<file path="src/rtl/eda_seq_pkg.sv">
// eda_seq_pkg: state encoding and build defaults for the frame sequencer.
// CFG_* defaults apply only when the build does not set them.
`ifndef CFG_M
`define CFG_M 4
`endif
`ifndef CFG_N
`define CFG_N 4
`endif
`ifndef CFG_ADDR_WIDTH
`define CFG_ADDR_WIDTH 4
`endif
`ifndef CFG_PIXEL_WIDTH
`define CFG_PIXEL_WIDTH 8
`endif

package eda_seq_pkg;

  typedef enum logic [2:0] {
    IDLE,
    LOAD,
    KICK,
    RUN,
    DRAIN
  } seq_state_t;

  localparam int M_DEF           = `CFG_M;
  localparam int N_DEF           = `CFG_N;
  localparam int ADDR_WIDTH_DEF  = `CFG_ADDR_WIDTH;
  localparam int PIXEL_WIDTH_DEF = `CFG_PIXEL_WIDTH;
  localparam int RD_LATENCY_DEF  = 1;

  localparam int FRAME_SZ   = M_DEF * N_DEF;
  localparam int SKID_DEPTH = RD_LATENCY_DEF + 1;

  function automatic int skid_depth(input int lat);
    return lat + 1;
  endfunction

endpackage

</file>
<file path="src/rtl/eda_seq_skid_fifo.sv">
// eda_seq_skid_fifo: small result FIFO (data bit + last flag).
// free reports room left once this cycle's pop is taken.
module eda_seq_skid_fifo
  import eda_seq_pkg::*;
#(
  parameter int DEPTH = SKID_DEPTH
) (
  input  logic                         clk,
  input  logic                         reset_n,
  input  logic                         flush,
  input  logic                         push,
  input  logic                         push_data,
  input  logic                         push_last,
  input  logic                         ready,
  output logic                         valid,
  output logic                         data,
  output logic                         last,
  output logic [$clog2(DEPTH+1)-1:0]   free
);

  localparam int CW = $clog2(DEPTH + 1);
  localparam int PW = (DEPTH > 1) ? $clog2(DEPTH) : 1;

  logic [1:0]    mem [DEPTH];
  logic [PW-1:0] wp;
  logic [PW-1:0] rp;
  logic [PW-1:0] wp_n;
  logic [PW-1:0] rp_n;
  logic [CW-1:0] cnt;
  logic          pop;

  assign valid = (cnt != '0);
  assign pop   = valid & ready;
  assign data  = valid & mem[rp][0];
  assign last  = valid & mem[rp][1];
  assign free  = CW'(DEPTH) - cnt + CW'(pop);

  always_comb begin
    wp_n = (wp == PW'(DEPTH - 1)) ? '0 : wp + 1'b1;
    rp_n = (rp == PW'(DEPTH - 1)) ? '0 : rp + 1'b1;
  end

  always_ff @(posedge clk) begin
    if (push && !flush) begin
      mem[wp] <= {push_last, push_data};
    end
  end

  always_ff @(posedge clk or negedge reset_n) begin
    if (!reset_n) begin
      cnt <= '0;
      wp  <= '0;
      rp  <= '0;
    end else if (flush) begin
      cnt <= '0;
      wp  <= '0;
      rp  <= '0;
    end else begin
      if (push) begin
        wp <= wp_n;
      end
      if (pop) begin
        rp <= rp_n;
      end
      cnt <= cnt + CW'(push) - CW'(pop);
    end
  end

endmodule

</file>
<file path="src/rtl/eda_frame_sequencer.sv">
// eda_frame_sequencer: loads a frame, kicks the controller, streams results.
// EDA_SEQ_TIMEOUT_EN adds a RUN watchdog with a sticky timeout_err.
module eda_frame_sequencer
  import eda_seq_pkg::*;
#(
  parameter int M           = M_DEF,
  parameter int N           = N_DEF,
  parameter int ADDR_WIDTH  = ADDR_WIDTH_DEF,
  parameter int PIXEL_WIDTH = PIXEL_WIDTH_DEF,
  parameter int RD_LATENCY  = RD_LATENCY_DEF
`ifdef EDA_SEQ_TIMEOUT_EN
  ,
  parameter int TMO_WIDTH   = 20
`endif
) (
  input  logic                   clk,
  input  logic                   reset_n,
  input  logic                   abort,
  input  logic                   s_valid,
  output logic                   s_ready,
  input  logic [PIXEL_WIDTH-1:0] s_pixel,
  output logic                   write_en,
  output logic [ADDR_WIDTH-1:0]  wr_addr,
  output logic [PIXEL_WIDTH-1:0] pixel_in,
  output logic                   start,
  input  logic                   done,
  output logic [ADDR_WIDTH-1:0]  rd_addr,
  input  logic                   matrix_output,
  output logic                   m_valid,
  input  logic                   m_ready,
  output logic                   m_data,
  output logic                   m_last,
  output logic                   busy,
  output logic                   frame_done,
  output logic                   timeout_err
);

  localparam int DEPTH = skid_depth(RD_LATENCY);
  localparam int CW    = $clog2(DEPTH + 1);
  localparam logic [ADDR_WIDTH-1:0] LAST = ADDR_WIDTH'(M * N - 1);

  seq_state_t state;
  seq_state_t nxt;

  logic [ADDR_WIDTH-1:0] wcnt;
  logic [ADDR_WIDTH-1:0] rcnt;
  logic                  rd_done;
  logic                  wait_low;
  logic [RD_LATENCY-1:0] pv;
  logic [RD_LATENCY-1:0] pl;
  logic [CW-1:0]         free;
  logic [CW-1:0]         inflight;
  logic                  beat;
  logic                  issue;
  logic                  last_fire;
  logic                  tmo_hit;

  assign s_ready   = ~abort & (((state == IDLE) & ~wait_low) | (state == LOAD));
  assign beat      = s_valid & s_ready;
  assign write_en  = beat;
  assign wr_addr   = wcnt;
  assign pixel_in  = beat ? s_pixel : '0;
  assign start     = (state == KICK) & ~abort;
  assign busy      = (state != IDLE);
  assign rd_addr   = rcnt;
  assign last_fire = m_valid & m_ready & m_last;

  // Reads still in the RAM pipeline will land in the FIFO later.
  always_comb begin
    inflight = '0;
    for (int i = 0; i < RD_LATENCY; i++) begin
      inflight = inflight + CW'(pv[i]);
    end
  end

  assign issue = (state == DRAIN) & ~rd_done & ~abort & (free > inflight);

  always_comb begin
    nxt = state;
    unique case (state)
      IDLE:    if (beat) nxt = (wcnt == LAST) ? KICK : LOAD;
      LOAD:    if (beat && wcnt == LAST) nxt = KICK;
      KICK:    nxt = RUN;
      RUN:     if (done) nxt = DRAIN;
      DRAIN:   if (last_fire) nxt = IDLE;
      default: nxt = IDLE;
    endcase
    if (abort || tmo_hit) nxt = IDLE;
  end

  always_ff @(posedge clk or negedge reset_n) begin
    if (!reset_n) begin
      state <= IDLE;
    end else begin
      state <= nxt;
    end
  end

  always_ff @(posedge clk or negedge reset_n) begin
    if (!reset_n) begin
      wcnt       <= '0;
      rcnt       <= '0;
      rd_done    <= 1'b0;
      pv         <= '0;
      pl         <= '0;
      frame_done <= 1'b0;
    end else if (abort || tmo_hit) begin
      wcnt       <= '0;
      rcnt       <= '0;
      rd_done    <= 1'b0;
      pv         <= '0;
      pl         <= '0;
      frame_done <= 1'b0;
    end else begin
      frame_done <= last_fire;
      pv <= (pv << 1) | RD_LATENCY'(issue);
      pl <= (pl << 1) | RD_LATENCY'(issue & (rcnt == LAST));
      if (beat) begin
        wcnt <= (wcnt == LAST) ? '0 : wcnt + 1'b1;
      end
      if (last_fire) begin
        rcnt    <= '0;
        rd_done <= 1'b0;
      end else if (issue) begin
        if (rcnt == LAST) begin
          rd_done <= 1'b1;
        end else begin
          rcnt <= rcnt + 1'b1;
        end
      end
    end
  end

  // Controller may still be running: hold off the next frame until done drops.
  always_ff @(posedge clk or negedge reset_n) begin
    if (!reset_n) begin
      wait_low <= 1'b1;
    end else if ((abort && state == RUN) || tmo_hit) begin
      wait_low <= 1'b1;
    end else if (!done) begin
      wait_low <= 1'b0;
    end
  end

  eda_seq_skid_fifo #(
    .DEPTH(DEPTH)
  ) u_skid (
    .clk      (clk),
    .reset_n  (reset_n),
    .flush    (abort | tmo_hit),
    .push     (pv[RD_LATENCY-1]),
    .push_data(matrix_output),
    .push_last(pl[RD_LATENCY-1]),
    .ready    (m_ready),
    .valid    (m_valid),
    .data     (m_data),
    .last     (m_last),
    .free     (free)
  );

`ifdef EDA_SEQ_TIMEOUT_EN
  logic [TMO_WIDTH-1:0] tmo;
  logic                 tmo_err;

  assign tmo_hit     = (state == RUN) & (&tmo) & ~abort;
  assign timeout_err = tmo_err;

  // Counting starts in KICK so the flag lands 2^W-1 cycles into RUN.
  always_ff @(posedge clk or negedge reset_n) begin
    if (!reset_n) begin
      tmo     <= '0;
      tmo_err <= 1'b0;
    end else begin
      if (abort) begin
        tmo_err <= 1'b0;
      end else if (tmo_hit) begin
        tmo_err <= 1'b1;
      end
      if (!abort && (state == KICK || state == RUN)) begin
        tmo <= tmo + 1'b1;
      end else begin
        tmo <= '0;
      end
    end
  end
`else
  assign tmo_hit     = 1'b0;
  assign timeout_err = 1'b0;
`endif

endmodule

</file>
<file path="config.mk">
export PLATFORM = sky130hd
export DESIGN_NAME = eda_frame_sequencer
export DESIGN_NICKNAME = d
export VERILOG_FILES = /design/src/rtl/eda_seq_pkg.sv /design/src/rtl/eda_seq_skid_fifo.sv /design/src/rtl/eda_frame_sequencer.sv
export SDC_FILE = /design/constraint.sdc
export NUM_CORES = 1
export LEC_CHECK = 0
export ABC_AREA = 0
export ABC_CLOCK_PERIOD_IN_PS = 2900
export CAP_MARGIN = 15
export CELL_PAD_IN_SITES_DETAIL_PLACEMENT = 0
export CELL_PAD_IN_SITES_GLOBAL_PLACEMENT = 1
export CORE_MARGIN = 2
export CORE_UTILIZATION = 35
export DETAILED_ROUTE_END_ITERATION = 8
export PLACE_DENSITY = 0.78
export SLEW_MARGIN = 20
export SYNTH_ARGS = -nofsm -noshare
export SYNTH_HDL_FRONTEND = slang
export SYNTH_SLANG_ARGS = --single-unit
</file>
<file path="constraint.sdc">
create_clock -name clk -period 2.9 [get_ports clk]
set_input_delay 0.58 -clock clk [delete_from_list [all_inputs] [get_ports clk]]
set_output_delay 0.58 -clock clk [all_outputs]
set_load 0.01 [all_outputs]
</file>
* Yosys cells after proc, flatten, opt, wreduce, memory -nomap -nowiden
Memory sizes are Yosys's and may differ from the RTL's.
Cells that the tools add are included.
** Word-level totals
- Output and inout port bits :: 25
- Logic and storage cells :: 97
- RAM bits :: 4
- Memories kept :: 1
- Register bits after elaboration :: 20
- Input bits :: 15
** Operators by class
- Eq/ne operators :: 12
- Order comparisons :: 1
- Add/sub/neg operators :: 8
- Mux-type cells :: 33
- Reductions and logical operators :: 15
- Bitwise operators :: 16
** Memory list
- u_skid.mem :: words 2, bits a word 2, rd ports 1, clocked after Yosys merged registers in 0, wr ports 1, line eda_seq_skid_fifo.sv:24 : logic [1:0] mem [DEPTH];
** Operators by type and width (number)
- 4-bit 2-to-1 mux :: 7
- 1-bit 2-to-1 mux :: 17
- 3-bit 2-to-1 mux :: 5
- 3-bit case mux with 5 select lines :: 1
- 1-bit bitwise AND :: 12
- 3-bit != test, second input constant :: 4
- 3-bit nonzero test :: 3
- 4-bit by 1-bit adder with 4-bit output, second input constant :: 2
- 4-bit equality test, second input constant :: 2
- 8-bit 2-to-1 mux :: 1
- 2-bit nonzero test :: 4
- 3-bit by 2-bit equality test with 1-bit output, second input constant :: 2
- 2-bit by 1-bit adder with 2-bit output :: 2
- 2-bit 2-to-1 mux :: 2
- 2-bit AND reduction :: 2
- 4-bit AND reduction :: 1
- 3-bit by 1-bit equality test with 1-bit output, second input constant :: 1
- 3-bit equality test, second input constant :: 1
- 1-bit logical AND :: 3
- 3-bit zero test :: 1
- 3-bit by 2-bit != test with 1-bit output, second input constant :: 1
- 1-bit inverter :: 3
- 1-bit adder, second input constant :: 2
- 2-bit by 1-bit > comparator with 1-bit output :: 1
- 5 further kinds :: 5

* Logic depth before layout (Yosys ltp)
- Depth in word-level cells :: 9
- Depth in mapped cells :: 11
- Gate-level depth less buffers :: 11

* Hierarchy
From an unflattened synthesis, not the netlist that was laid out.
** Unflattened totals
- Cells, all modules :: 125
- Area total of the unflattened synthesis :: 1325.0 µm²
** Modules (own cells, without submodules)
- eda_frame_sequencer :: area each 920.9 µm², sequential area each 401.6 µm², cells each 93, times used 1
- eda_seq_skid_fifo :: area each 404.1 µm², sequential area each 220.2 µm², cells each 32, times used 1

* Least setup slack after synthesis
OpenSTA, ideal clock, no wires.
- Kind :: register to register
- Start :: reg u_skid.cnt[1]
- End :: reg rcnt[1] (netlist: rd_addr[1])
- Setup time :: 0.077 ns
- Arrival :: 2.340 ns
- Path slack :: 0.483 ns
- Path buffers :: 0
- Period minus slack after synthesis :: 2.417 ns
- Stages on the path, launching flop included :: 12
- Data required time :: 2.823 ns
- Cell sequence :: dfrtp_1 > nor2_1 > inv_1 > nand2_1 > inv_1 > ha_1 > inv_1 > ha_1 > nor2b_1 > o2111ai_2 > or3b_2 > a21oi_1
** On the way
- Word-level cells in the longest chain between the ends :: 7
- Elaborated cells on any way between the ends :: 13
- Classes of those cells :: add/sub (2); order compare (1); eq/ne (1); mux (2); bitwise (4); reduce/logical (3)
** Ends and longest elaborated chain
- start: declaration :: line eda_seq_skid_fifo.sv:29 : logic [CW-1:0] cnt;
- start signal: assignment :: line eda_seq_skid_fifo.sv:65 : cnt <= cnt + CW'(push) - CW'(pop);
- 2-bit nonzero test * :: line eda_seq_skid_fifo.sv:32 : assign valid = (cnt != '0);
- named net m_valid :: line eda_frame_sequencer.sv:29 : output logic m_valid,
- 1-bit bitwise AND :: line eda_seq_skid_fifo.sv:33, eda_frame_sequencer.sv:66
- 2-bit by 1-bit adder with 2-bit output :: line eda_seq_skid_fifo.sv:36 : assign free = CW'(DEPTH) - cnt + CW'(pop);
- 2-bit by 1-bit > comparator with 1-bit output :: line eda_frame_sequencer.sv:76 : assign issue = (state == DRAIN) & ~rd_done & ~abort & (free > inflight);
- 1-bit bitwise AND :: line eda_frame_sequencer.sv:76
- 3-bit nonzero test (no line)
- 2-bit AND reduction (no line)
- end signal: assignment :: line eda_frame_sequencer.sv:128 : rcnt <= rcnt + 1'b1;
- end: declaration :: line eda_frame_sequencer.sv:46 : logic [ADDR_WIDTH-1:0] rcnt;
Mark *: on every way through the listed nets, which the timed path passes. The rest lies on a longest branch.
A chain may end at the register's enable or synchronous reset.

* Final worst setup path
- Start :: in s_valid
- End :: out write_en
** On the way
- Word-level cells in the longest chain between the ends :: 1
** Ends and longest elaborated chain
- start: declaration :: line eda_frame_sequencer.sv:19 : input logic s_valid,
- 1-bit bitwise AND :: line eda_frame_sequencer.sv:59 : assign beat = s_valid & s_ready;
- end: declaration :: line eda_frame_sequencer.sv:22 : output logic write_en,
Every way passes these cells.

==> impl_metrics.toml <==
[cts]
cts-root-buf = "clkbuf_8"
worst_skew_pair.late_latency_ns = 0.26
numCtsBuffers = 3
clockBufferDepth = 2
ctsHoldBuffers = 0
clkSlewWorstSetupHoldPaths_ns = 0.09
cts_tree = "yes"
cts.sinks = 24
htree_levels = 1

[critical_path]
path_class = "in2out"
r2r_start = "u_skid.cnt[1]"
r2r_slack_ns = 0.32
r2r_cells = 11
crit_start = "s_valid"
required_ns = 2.32
cp-end-kind = "primary output"
cp_max_fo = 12
crit_arrival_ns = 2.26
reg2reg_to = "rd_addr[1]"
crit_path_start_kind = "primary input"

[floorplan]
core_um2 = 3660
io_pins = 40
start_util_pct = 36.2
die_x_um = 65.5
die_h_um = 65.5
dieArea_um2 = 4290
rows = 22

[power_and_ir_drop]
totalPowerFinal_uw = 826
peakVddDrop_mv = 0.235
powerDensity_nw_per_um2 = 450
cellLeakagePower_uw = 0.000833

[min_path]
min_to = "u_skid.mem[0][1]"
hold_start = "pl"
hold_path_class = "reg2reg"
hold_depth = 0

[logic_synthesis]
yosysWarnings = 0
syn_area_per_cell_um2 = 10.3
synthFlopType = "dfrtp_1"
ys_ff_latch = 24
synth_edf_count = 4
ys_seq_area_share_pct = 46.9
syn_area_um2 = 1330
synthArstFlopShare_pct = 83.3
synthCells = 129
ys_types = 46
syn-num-nets = 150

[place]
placed_cells = 214
placement.io_buffers = 38
hpwl_mm = 2.07
gp_congestion = 0.734
dp_worst_setup_slack_ns = -0.0783

[routing]
drtIter0Drc = 51
routed_wl_mm = 2.81
routed-via-count = 1085
drc = 0
via_per_inst = 4.98
wire_per_inst_um = 12.9
ant_nets = 0
first_pass_iters = 4

[status]
status = "finished, final reports clean"

[cells_and_area]
fill_cells = 344
drive_above_1_share_pct = 11.2
postLayoutCoreUtil_pct = 50.1
stdcell_count = 218
syn_to_final_growth_pct = 38.4
antenna_cells = 0
fin_nets = 192

[sta]
setup_violations = 0
final_max_slew_viol_count = 0
fmax_mhz = 352
period_needed_ns = 2.84
grt_setup_unrepaired = "no"
fin_crit_sh_pct = 97.9
clock_skew_ns = 0.00240
setup_slack_ns = 0.0619
hold_viol_final = 0
hold_ws_ns = 0.463

[grt]
grt_max_degree = 21
grt_antenna_before_repair = 0
grt_pass1_vias = 1062
grt_pass1_wl_mm = 4.77
gr-usage-all-layers_pct = 14.1
gr-total-overflow = 0

[flow_run]
maxCapViolations = 0
[worst max path at each step]
stage | to | slack, ns | cells after the start
CTS | write_en | 0.06 | 5
global route | write_en | 0.02 | 5
floorplan | rd_addr[1] | 0.48 | 11
global placement | pixel_in[4] | -0.07 | 6
finish | write_en | 0.06 | 5
detailed placement | pixel_in[4] | -0.08 | 6
[cells by family (layout without fill, tap and decap cells)]
logic type | after synthesis | count (layout) | synth area share, %
AND/OR/NAND/NOR | 51 | 51 | 22.9
flip-flops | 24 | 24 | 46.9
multiplexers | 3 | 3 | 2.36
buffers and inverters | 16 | 57 | 5.67
XOR/XNOR | 5 | 5 | 3.30
AO/OA/AOI/OAI | 23 | 23 | 12.8
other | 1 | 1 | 0.283
adder cells (fa/ha/maj) | 6 | 6 | 5.67
[sequential cells by signal (all words and copies together), names as in the netlist]
name / flops
u_skid.wp: 1
wait_low: 1
u_skid.cnt: 2
wr_addr: 4
rd_addr: 4
pv: 1
pl: 1
frame_done: 1
state: 3
rd_done: 1
u_skid.mem: 4
u_skid.rp: 1
[stage by stage]
stage                     area [um^2]  setup TNS [ns]
final                            1830               0
after global routing             1830               0
after CTS                        1830               0
after detailed placement         1770          -0.565
after global placement           1770          -0.478
after floorplan                  1330               0
[final cells by class]
type,instances,area (um^2),share of cell area (%)
Sequential cell,24,622,33.9
Clock buffer,3,41.3,2.25
Inverter,9,33.8,1.84
Multi-Input combinational cell,89,628,34.2
Timing Repair Buffer,44,419,22.9
Clock inverter,1,30.0,1.64
Tap cell,48,60.1,3.27
[critical path: stages]
cell	delay (ns)
clkdlybuf4s50_1	0.47
or3b_4	0.39
nor3_4	0.13
buf_6	0.15
clkdlybuf4s50_1	0.53
[Yosys cell counts (all sizes together) (2+ instances only)]
cell    instances  share of area, %
nand2           7               2.0
a21oi           6               2.3
edfxtp          4               9.1
inv             9               2.5
or3             2              0.94
and2            8               3.8
o21ai           5               1.9
buf             5               2.5
nand3           5               1.9
ha              6               5.7
o41ai           2               1.3
nor2b           5               2.4
clkbuf          2              0.57
dfrtp          19                36
nand2b          4               1.9
mux2i           2               1.5
or3b            2               1.5
o311ai          2               1.3
nor3            2               1.6
xnor2           4               2.6
nor2            9               3.1
[layout by cell type (no fill, tap or decap), types with 4 or more instances in the layout]
cell type,instances
edfxtp_1,4
xnor2_1,4
inv_1,8
nand3_1,5
nand2b_1,4
o21ai_0,5
nand2_1,7
ha_1,6
nor2b_1,5
and2_1,8
buf_4,5
nor2_1,8
dlygate4sd2_1,8
dfrtp_1,19
a21oi_1,6
clkdlybuf4s50_1,30
[where the power goes]
part	switching, uW	internal, uW	total, uW
combinational	72.2	89.6	162
sequential	15.4	353	369
clock	111	184	295
[metal layers]
metal  vias up  global-route usage (%)  wire (um)
li1        532                       -          -
met1       521                    18.3       1270
met2        30                    24.7       1410
met3         2                    1.88        120
met4         0                    3.13          9
met5         -                       0          0
[timing repair]
| item | 4_1_cts | 5_1_grt |
|---|---|---|
| buffers inserted | 0 | 0 |
| endpoints found under the setup margin | 8 | 0 |
| gates resized for setup | 9 | 0 |
| endpoints found under the hold margin | 0 | 0 |
No activity file was read; power rests on OpenSTA's default activity.
